[src/rtl/kugelblitz_pkg.sv]
// Shared constants and offset helpers for the kugelblitz stream stages.
// Byte offsets are split into a beat number and a byte lane within a 64-byte beat.
package kugelblitz_pkg;

  localparam int KG_BEAT_BYTES   = 64;
  localparam int KG_LANE_BITS    = 6;
  localparam int KG_OFFSET_MAX_W = 16;

  function automatic logic [KG_OFFSET_MAX_W-1:0] kg_beat_of(input logic [KG_OFFSET_MAX_W-1:0] offset);
    return offset >> KG_LANE_BITS;
  endfunction

  function automatic logic [KG_LANE_BITS-1:0] kg_lane_of(input logic [KG_OFFSET_MAX_W-1:0] offset);
    return offset[KG_LANE_BITS-1:0];
  endfunction

endpackage

[src/rtl/kg_axis_skid.sv]
// Generic two-entry register slice: output register plus skid register.
// Valid/ready: a word moves when valid and ready are both high; s_ready_o is registered and means "skid empty".
module kg_axis_skid #(
  parameter int WIDTH = 8
) (
  input  logic             clk,
  input  logic             rst_n,
  input  logic [WIDTH-1:0] s_data_i,
  input  logic             s_valid_i,
  output logic             s_ready_o,
  output logic [WIDTH-1:0] m_data_o,
  output logic             m_valid_o,
  input  logic             m_ready_i
);

  logic [WIDTH-1:0] out_data_q, out_data_d;
  logic [WIDTH-1:0] skid_data_q, skid_data_d;
  logic             out_valid_q, out_valid_d;
  logic             skid_valid_q, skid_valid_d;
  logic             ready_q, ready_d;
  logic             accept;

  assign accept = s_valid_i & ready_q;

  always_comb begin
    out_data_d   = out_data_q;
    out_valid_d  = out_valid_q;
    skid_data_d  = skid_data_q;
    skid_valid_d = skid_valid_q;
    if (!out_valid_q || m_ready_i) begin
      // Skid contents are always older than anything arriving now.
      if (skid_valid_q) begin
        out_data_d   = skid_data_q;
        out_valid_d  = 1'b1;
        skid_valid_d = 1'b0;
      end else if (accept) begin
        out_data_d  = s_data_i;
        out_valid_d = 1'b1;
      end else begin
        out_valid_d = 1'b0;
      end
    end else if (accept) begin
      skid_data_d  = s_data_i;
      skid_valid_d = 1'b1;
    end
    ready_d = ~skid_valid_d;
  end

  always_ff @(posedge clk or negedge rst_n) begin
    if (!rst_n) begin
      out_data_q   <= '0;
      out_valid_q  <= 1'b0;
      skid_data_q  <= '0;
      skid_valid_q <= 1'b0;
      ready_q      <= 1'b0;
    end else begin
      out_data_q   <= out_data_d;
      out_valid_q  <= out_valid_d;
      skid_data_q  <= skid_data_d;
      skid_valid_q <= skid_valid_d;
      ready_q      <= ready_d;
    end
  end

  assign s_ready_o = ready_q;
  assign m_data_o  = out_data_q;
  assign m_valid_o = out_valid_q;

endmodule

[src/rtl/kugelblitz_frame_patch.sv]
// Overwrites one byte at an absolute frame offset and keeps saturating per-frame statistics.
// Config is latched on the first beat of each frame; output is registered through kg_axis_skid.
module kugelblitz_frame_patch
  import kugelblitz_pkg::*;
#(
  parameter int AXIS_DATA_WIDTH = 512,
  parameter int AXIS_KEEP_WIDTH = AXIS_DATA_WIDTH / 8,
  parameter int USER_WIDTH      = 1,
  parameter int OFFSET_WIDTH    = 14,
  parameter int STAT_WIDTH      = 32
) (
  input  logic                       clk,
  input  logic                       rst_n,
  input  logic [AXIS_DATA_WIDTH-1:0] s_axis_tdata,
  input  logic [AXIS_KEEP_WIDTH-1:0] s_axis_tkeep,
  input  logic                       s_axis_tvalid,
  output logic                       s_axis_tready,
  input  logic                       s_axis_tlast,
  input  logic [USER_WIDTH-1:0]      s_axis_tuser,
  output logic [AXIS_DATA_WIDTH-1:0] m_axis_tdata,
  output logic [AXIS_KEEP_WIDTH-1:0] m_axis_tkeep,
  output logic                       m_axis_tvalid,
  input  logic                       m_axis_tready,
  output logic                       m_axis_tlast,
  output logic [USER_WIDTH-1:0]      m_axis_tuser,
  input  logic                       cfg_patch_enable,
  input  logic [OFFSET_WIDTH-1:0]    cfg_patch_offset,
  input  logic [7:0]                 cfg_patch_data,
  output logic [STAT_WIDTH-1:0]      stat_frame_count,
  output logic [STAT_WIDTH-1:0]      stat_patch_count,
  output logic [STAT_WIDTH-1:0]      stat_short_count
);

  localparam int BEAT_W = OFFSET_WIDTH - KG_LANE_BITS;
  localparam int REC_W  = AXIS_DATA_WIDTH + AXIS_KEEP_WIDTH + 1 + USER_WIDTH;

  if (AXIS_DATA_WIDTH != 512) begin : g_bad_data_width
    $error("kugelblitz_frame_patch supports only AXIS_DATA_WIDTH = 512");
  end
  if (AXIS_KEEP_WIDTH != AXIS_DATA_WIDTH / 8) begin : g_bad_keep_width
    $error("kugelblitz_frame_patch requires AXIS_KEEP_WIDTH = AXIS_DATA_WIDTH/8");
  end
  if (OFFSET_WIDTH <= KG_LANE_BITS || OFFSET_WIDTH > KG_OFFSET_MAX_W) begin : g_bad_offset_width
    $error("kugelblitz_frame_patch OFFSET_WIDTH out of range");
  end

  logic                    in_frame_q, in_frame_d;
  logic [BEAT_W-1:0]       beat_idx_q, beat_idx_d;
  logic                    patched_q, patched_d;
  logic                    lat_en_q, lat_en_d;
  logic [OFFSET_WIDTH-1:0] lat_off_q, lat_off_d;
  logic [7:0]              lat_data_q, lat_data_d;
  logic [STAT_WIDTH-1:0]   frame_cnt_q, frame_cnt_d;
  logic [STAT_WIDTH-1:0]   patch_cnt_q, patch_cnt_d;
  logic [STAT_WIDTH-1:0]   short_cnt_q, short_cnt_d;

  logic                       accept;
  logic                       eff_en;
  logic [OFFSET_WIDTH-1:0]    eff_off;
  logic [7:0]                 eff_data;
  logic [KG_OFFSET_MAX_W-1:0] tgt_beat;
  logic [KG_LANE_BITS-1:0]    tgt_lane;
  logic                       hit;
  logic [AXIS_DATA_WIDTH-1:0] patched_data;
  logic [REC_W-1:0]           skid_in, skid_out;

  assign accept = s_axis_tvalid & s_axis_tready;

  // The first beat of a frame uses the live config so single-beat frames can be patched.
  assign eff_en   = in_frame_q ? lat_en_q   : cfg_patch_enable;
  assign eff_off  = in_frame_q ? lat_off_q  : cfg_patch_offset;
  assign eff_data = in_frame_q ? lat_data_q : cfg_patch_data;
  assign tgt_beat = kg_beat_of(KG_OFFSET_MAX_W'(eff_off));
  assign tgt_lane = kg_lane_of(KG_OFFSET_MAX_W'(eff_off));
  assign hit      = accept & eff_en & s_axis_tkeep[tgt_lane]
                  & (KG_OFFSET_MAX_W'(beat_idx_q) == tgt_beat);

  always_comb begin
    patched_data = s_axis_tdata;
    if (hit) patched_data[{tgt_lane, 3'b000} +: 8] = eff_data;
  end

  always_comb begin
    in_frame_d  = in_frame_q;
    beat_idx_d  = beat_idx_q;
    patched_d   = patched_q;
    lat_en_d    = lat_en_q;
    lat_off_d   = lat_off_q;
    lat_data_d  = lat_data_q;
    frame_cnt_d = frame_cnt_q;
    patch_cnt_d = patch_cnt_q;
    short_cnt_d = short_cnt_q;
    if (accept) begin
      if (!in_frame_q) begin
        lat_en_d   = cfg_patch_enable;
        lat_off_d  = cfg_patch_offset;
        lat_data_d = cfg_patch_data;
      end
      if (s_axis_tlast) begin
        in_frame_d = 1'b0;
        beat_idx_d = '0;
        patched_d  = 1'b0;
        if (frame_cnt_q != '1) frame_cnt_d = frame_cnt_q + 1'b1;
        if (patched_q || hit) begin
          if (patch_cnt_q != '1) patch_cnt_d = patch_cnt_q + 1'b1;
        end else if (eff_en) begin
          if (short_cnt_q != '1) short_cnt_d = short_cnt_q + 1'b1;
        end
      end else begin
        in_frame_d = 1'b1;
        patched_d  = patched_q | hit;
        if (beat_idx_q != '1) beat_idx_d = beat_idx_q + 1'b1;
      end
    end
  end

  always_ff @(posedge clk or negedge rst_n) begin
    if (!rst_n) begin
      in_frame_q  <= 1'b0;
      beat_idx_q  <= '0;
      patched_q   <= 1'b0;
      lat_en_q    <= 1'b0;
      lat_off_q   <= '0;
      lat_data_q  <= '0;
      frame_cnt_q <= '0;
      patch_cnt_q <= '0;
      short_cnt_q <= '0;
    end else begin
      in_frame_q  <= in_frame_d;
      beat_idx_q  <= beat_idx_d;
      patched_q   <= patched_d;
      lat_en_q    <= lat_en_d;
      lat_off_q   <= lat_off_d;
      lat_data_q  <= lat_data_d;
      frame_cnt_q <= frame_cnt_d;
      patch_cnt_q <= patch_cnt_d;
      short_cnt_q <= short_cnt_d;
    end
  end

  assign skid_in = {patched_data, s_axis_tkeep, s_axis_tlast, s_axis_tuser};

  kg_axis_skid #(.WIDTH(REC_W)) u_skid (
    .clk       (clk),
    .rst_n     (rst_n),
    .s_data_i  (skid_in),
    .s_valid_i (s_axis_tvalid),
    .s_ready_o (s_axis_tready),
    .m_data_o  (skid_out),
    .m_valid_o (m_axis_tvalid),
    .m_ready_i (m_axis_tready)
  );

  assign {m_axis_tdata, m_axis_tkeep, m_axis_tlast, m_axis_tuser} = skid_out;

  assign stat_frame_count = frame_cnt_q;
  assign stat_patch_count = patch_cnt_q;
  assign stat_short_count = short_cnt_q;

endmodule

[config.mk]
export PLATFORM = sky130hd
export DESIGN_NAME = kugelblitz_frame_patch
export DESIGN_NICKNAME = d
export VERILOG_FILES = /design/src/rtl/kugelblitz_pkg.sv /design/src/rtl/kg_axis_skid.sv /design/src/rtl/kugelblitz_frame_patch.sv
export SDC_FILE = /design/constraint.sdc
export NUM_CORES = 2
export LEC_CHECK = 0
export ABC_CLOCK_PERIOD_IN_PS = 8990
export BUFFER_PORTS_ARGS = -buffer_cell sky130_fd_sc_hd__buf_2
export CORE_AREA = 3 3 491 493
export DETAILED_ROUTE_END_ITERATION = 8
export DIE_AREA = 0 0 494 496
export PLACE_DENSITY = 0.55
export SYNTH_ARGS = -nofsm -noshare
export SYNTH_HDL_FRONTEND = slang
export SYNTH_SLANG_ARGS = --single-unit
export TNS_END_PERCENT = 1
[constraint.sdc]
create_clock -name clk -period 8.99 [get_ports clk]
set_clock_uncertainty 0.05 [all_clocks]
set_input_delay 1.3485 -clock clk [delete_from_list [all_inputs] [get_ports clk]]
set_output_delay 1.3485 -clock clk [all_outputs]
set_load 0.05 [all_outputs]
# Word-level counts from Yosys, hierarchy flattened
# Cells that the tools add are included.
[word_totals]
in_bits = 605
ff_bits = 1288
[classes]
n_lt_le_gt_ge = 1
reduce_logical = 11
n_bitwise = 8
n_mux = 17
eq_ne = 5
addsub = 5
n_shift = 2
[op_table]
columns = ["operator", "count"]
rows = [
  ["$mux 578", 2],
  ["$bwmux 512", 1],
  ["$mux 512", 1],
  ["$shift 8x11->512 const A", 1],
  ["$shiftx 8x11->512", 1],
  ["$add 32x1->32 const B", 3],
  ["$ne 32x32->1 const B", 3],
  ["$mux 8", 3],
  ["$mux 14", 1],
  ["$neg 9->11", 1],
  ["$add 8x1->8 const B", 1],
  ["$eq 8x8->1", 1],
  ["$mux 1", 8],
  ["$ne 8x8->1 const B", 1],
  ["$lt 6x7->1 const B", 1],
  ["$bmux 1 s6", 1],
  ["$reduce_and 2->1", 3],
  ["$reduce_and 5->1", 1],
  ["$and 1x1->1", 4],
  ["$reduce_and 4->1", 1],
  ["$reduce_bool 2->1", 2],
  ["$not 1->1", 3],
  ["$reduce_and 3->1", 1],
  ["$logic_or 1x1->1", 2],
  ["other kinds (2)", 2],
]

# Depth between registers and ports, before layout
[depth]
depth_word = 8
ltp_mapped = 16

# By module
# From an unflattened synthesis, not the netlist that was laid out.
[hier_totals]
cells_unflattened = 5276
hier_area_um2 = 65168.8
[modules_own_cells]
columns = ["mod", "area_each_um2", "cells_per_inst", "n_inst", "seq_area_each_um2"]
rows = [
  ["kg_axis_skid", 50846.3, 3801, 1, 29002.8],
  ["kugelblitz_frame_patch", 14322.5, 1475, 1, 3228.1],
]

# Worst setup path before layout
# Ideal clock, no wire load.
[synth_path]
path_kind = "input-to-reg"
start = "input port cfg_patch_offset[0]"
end = "register u_skid.out_data_q[314], in the netlist u_skid.m_data_o[314]"
cell_stages = 15
setup_slack_ps = 4635
setup_time_ps = 133
t_arrival_ps = 4173
path_buffers = 5
cell_sequence = "buf_2 mux2_4 inv_6 buf_12 buf_2 ha_1 xnor2_1 nor2b_1 and2_0 buf_2 nand2_1 or3_1 buf_2 mux2i_1 o22ai_1"
[synth_via]
elab_chain_len = 8
elab_cells_between_ends = 12
cone_classes = "add/sub: 1; shift: 2; mux: 7; bitwise: 2"
[synth_lines]
columns = ["element", "line_no", "rtl"]
rows = [
  ["start, declared", "kugelblitz_frame_patch.sv:27", "input logic [OFFSET_WIDTH-1:0] cfg_patch_offset,"],
  ["$mux 14 *", "-", ""],
  ["parallel branches: the longest is 4 deep, another holds $neg 9->11", "-", ""],
  ["$mux 512 *", "kugelblitz_frame_patch.sv:80", "if (hit) patched_data[{tgt_lane, 3'b000} +: 8] = eff_data;"],
  ["$mux 578 *", "kg_axis_skid.sv:36", "end else if (accept) begin"],
  ["$mux 578 *", "kg_axis_skid.sv:32", "if (skid_valid_q) begin"],
  ["end signal, assigned", "kg_axis_skid.sv:57", "out_data_q <= out_data_d;"],
  ["end, declared", "kg_axis_skid.sv:16", "logic [WIDTH-1:0] out_data_q, out_data_d;"],
]
# Mark *: on every way between the ends. The select of a mux whose other input is x is not followed.
# A chain may end at the register's enable or synchronous reset.

# Final worst setup path
[layout_path]
start = "register in_frame_q"
end = "register u_skid.skid_data_q[559]"
[layout_via]
elab_chain_len = 6
elab_cells_between_ends = 14
cone_classes = "add/sub: 1; eq/ne: 1; shift: 2; mux: 7; bitwise: 3"
[layout_lines]
columns = ["element", "line_no", "rtl"]
rows = [
  ["start, declared", "kugelblitz_frame_patch.sv:47", "logic in_frame_q, in_frame_d;"],
  ["start signal, assigned", "kugelblitz_frame_patch.sv:129", "in_frame_q <= in_frame_d;"],
  ["parallel branches: the longest is 5 deep, another holds $neg 9->11", "-", ""],
  ["$mux 512 *", "kugelblitz_frame_patch.sv:80", ""],
  ["end signal, assigned", "kg_axis_skid.sv:59", "skid_data_q <= skid_data_d;"],
  ["end, declared", "kg_axis_skid.sv:17", "logic [WIDTH-1:0] skid_data_q, skid_data_d;"],
]
# Marks and branches as above.

==> out/qor.txt <==
Mapped Cells = 5,896
CTS resizes = 0
worst relative slew slack = 8.65%
std cell rows = 179
Post-synth EDFFs = 0
Reg clk slew, reported paths = 0.06 ns
global router's overall resource usage = 22.5%
post-synth top area share = 54.6%
Startpoint Class = flop
GPL Wtd Cong = 0.931
Chip Width = 494 µm
yosys warns = 0
Vias/cell = 5.12
CTS Buffer Depth = 3
initial antenna violation count = 145
CP Class = reg -> reg
Slew Viols, Final = 0
critical path data arrival time = 6.26 ns
dpl ws = 3.01 ns
Multi-input gate area = 0.0249 mm²
worst-skew pair later-pin latency = 0.82 ns
Tot Pwr = 0.0224 W
layout cell share with drive strength beyond 1 = 25.1%
HP Class = reg -> reg
core area = 0.237 mm²
WL final = 288,000 µm
Hold Buf Count CTS = 0
Die ar. = 0.245 mm²
Post-DP HPWL = 203,000 µm
vias in the first global route = 51,300
first drt pass iteration count = 8
Setup-failing EPs final = 0
Seq/Total Area, Yosys = 54.6%
Worst Path Max Fanout = 36
Least-Margin Pin Slew = 1.37 ns
routed vias = 52,700
status = finished clean
fillers = 24,800
Max-cap violations = 0
setup slack after layout = 3.35 ns
effective utilization at floorplan = 24.8%
synth top area cells = dfrtp_1, mux2i_1, nand2_1
I/O Buffers = 1,280
Req. time, crit path = 9.61 ns
Cell Pwr Density = 304 mW/mm²
# IOs = 1,281
setup TNS = 0 ns
most frequent cells after synthesis = dfrtp_1, nand2_1, mux2i_1, a21oi_1, nor2_1
Core Util, Final = 31.1%
CTS Sinks = 1,288
register area = 0.0322 mm²
CTS root buf = clkbuf_16
Post-route DRC = 0
Async SR Flop Fraction = 100%
RSZ-0062 raised after global routing = false
fin crit share = 62.8%
largest net degree at the start of global routing = 224
most common cell in the netlist = dfrtp_1
Design Area, Final = 0.0738 mm²
H-Tree Depth = 4
Seq cells post-synth = 1,288
syn avg cell area = 10.0 µm²
Routed wire per std cell = 28.0 µm
fin crit period = 5.64 ns
Post-CTS Setup Bufs = 0
Post-Syn Nets = 6,506
Final ANT Viol Nets = 0
leak pwr = 34.5 nW
Final Net Count = 7,524
Num CTS Buffers = 151
worst vdd ir = 0.235 mV
dominant synthesized flop cell = dfrtp_1
Final Hold Fails = 0
largest area contributor in the netlist = dfrtp_1
CTS tree = built
DR iter-0 viols = 5,080
first-pass GRT wire length = 399,000 µm
fmax = 177 MHz
CP Capture Type = flop
Overflow after GRT = 0
placed cell area = 0.0684 mm²
R2R cell count = 11
die height = 496 µm
Hold Crit Depth = 2
Unique masters post-synth = 73
Mapped Area = 0.0590 mm²
synth-to-layout area growth = 25.1%
## logic make-up after synthesis
| family | synth area share [%] |
|---|---|
| xor gates and xnor gates | 1.60 |
| buffers and inverters | 3.56 |
| and+or+nand+nor | 13.5 |
| AOI/OAI and AO/OA | 15.7 |
| muxes | 10.9 |
| DFF | 54.6 |
| adders and majority gates | 0.106 |
## final timing paths
path,startpoint,to,slack (ns)
min,u_skid.skid_data_q[368],u_skid.skid_data_q[368],0.42
min reg2reg,u_skid.skid_data_q[368],u_skid.skid_data_q[368],0.42
max in group asynchronous,rst_n,u_skid.skid_data_q[397],6.33
max reg2reg,in_frame_q,u_skid.skid_data_q[559],3.35
max,in_frame_q,u_skid.skid_data_q[559],3.35
min in group asynchronous,rst_n,u_skid.m_data_o[11],0.45
## layout by cell type, fill, tap and decap left out, types with 6 or more instances in the layout
| cell type | count |
|---|---|
| and3_1 | 237 |
| clkinv_2 | 13 |
| diode_2 | 96 |
| mux2i_1 | 540 |
| nand4_1 | 26 |
| clkinv_16 | 9 |
| nor3_1 | 67 |
| nand3_2 | 10 |
| o31ai_1 | 116 |
| buf_2 | 1279 |
| bufinv_16 | 7 |
| buf_4 | 59 |
| dfrtp_1 | 1286 |
| clkbuf_16 | 151 |
| inv_1 | 14 |
| o22ai_1 | 304 |
| mux2_2 | 81 |
| xor2_1 | 51 |
| nor2_1 | 449 |
| o21ai_1 | 370 |
| and2_1 | 9 |
| or3_1 | 21 |
| nand2b_1 | 6 |
| clkbuf_1 | 36 |
| o221ai_1 | 8 |
| nand3_1 | 70 |
| a221oi_1 | 8 |
| clkbuf_8 | 40 |
| buf_12 | 20 |
| nand2_1 | 710 |
| o21ai_0 | 327 |
| a21oi_1 | 511 |
| nor3_4 | 40 |
| mux2_8 | 6 |
| xnor2_1 | 57 |
## worst max-delay path, cell delays in order, from the launching register on
cell	delay (ns)
dfrtp_2	1.02
nand2b_1	0.46
o22ai_1	0.18
a221oi_1	0.43
a221oi_2	0.10
a311oi_1	0.60
o22a_4	0.70
buf_4	0.56
nor3b_2	0.10
buf_4	0.21
mux2i_1	0.75
o21ai_0	0.17
## where the power goes
part           switching, W  internal (W)
clock               0.00275       0.00368
sequential         0.000898       0.00725
combinational       0.00611       0.00174
## stage by stage
stage / hold slack (ns) / cells
global route: 0.433 / 10300
global placement: 0.401 / 9928
CTS: 0.422 / 10200
finish: 0.417 / 10300
detailed placement: 0.409 / 9928
floorplan: 0.391 / 5896
## layer usage
layer  up-vias  GRT usage [%]  wire (µm)
li1      23100              -          -
met1     26500           27.9     114000
met2      2519           34.5     129000
met3       599           7.79      29300
met4        78           11.3      15200
met5         -              0        530
## state kept, by name, summed over array words and instances (netlist names)
signal               count
lat_off_q               14
u_skid.m_data_o        578
in_frame_q               1
beat_idx_q               8
stat_patch_count        32
u_skid.skid_data_q     578
lat_data_q               8
patched_q                1
u_skid.m_valid_o         1
stat_frame_count        32
lat_en_q                 1
u_skid.s_ready_o         1
stat_short_count        32
u_skid.skid_valid_q      1
## area by class of cell
class	instances	share of cell area (%)
repair buffers	1358	9.82
flip-flops and latches	1288	43.7
clock inverters	46	0.995
diodes	96	0.326
multi-input cells	4100	33.7
inverters	15	0.0831
well taps	3167	5.37
clock buffers	227	6.05
(Power assumes the default switching activity.)
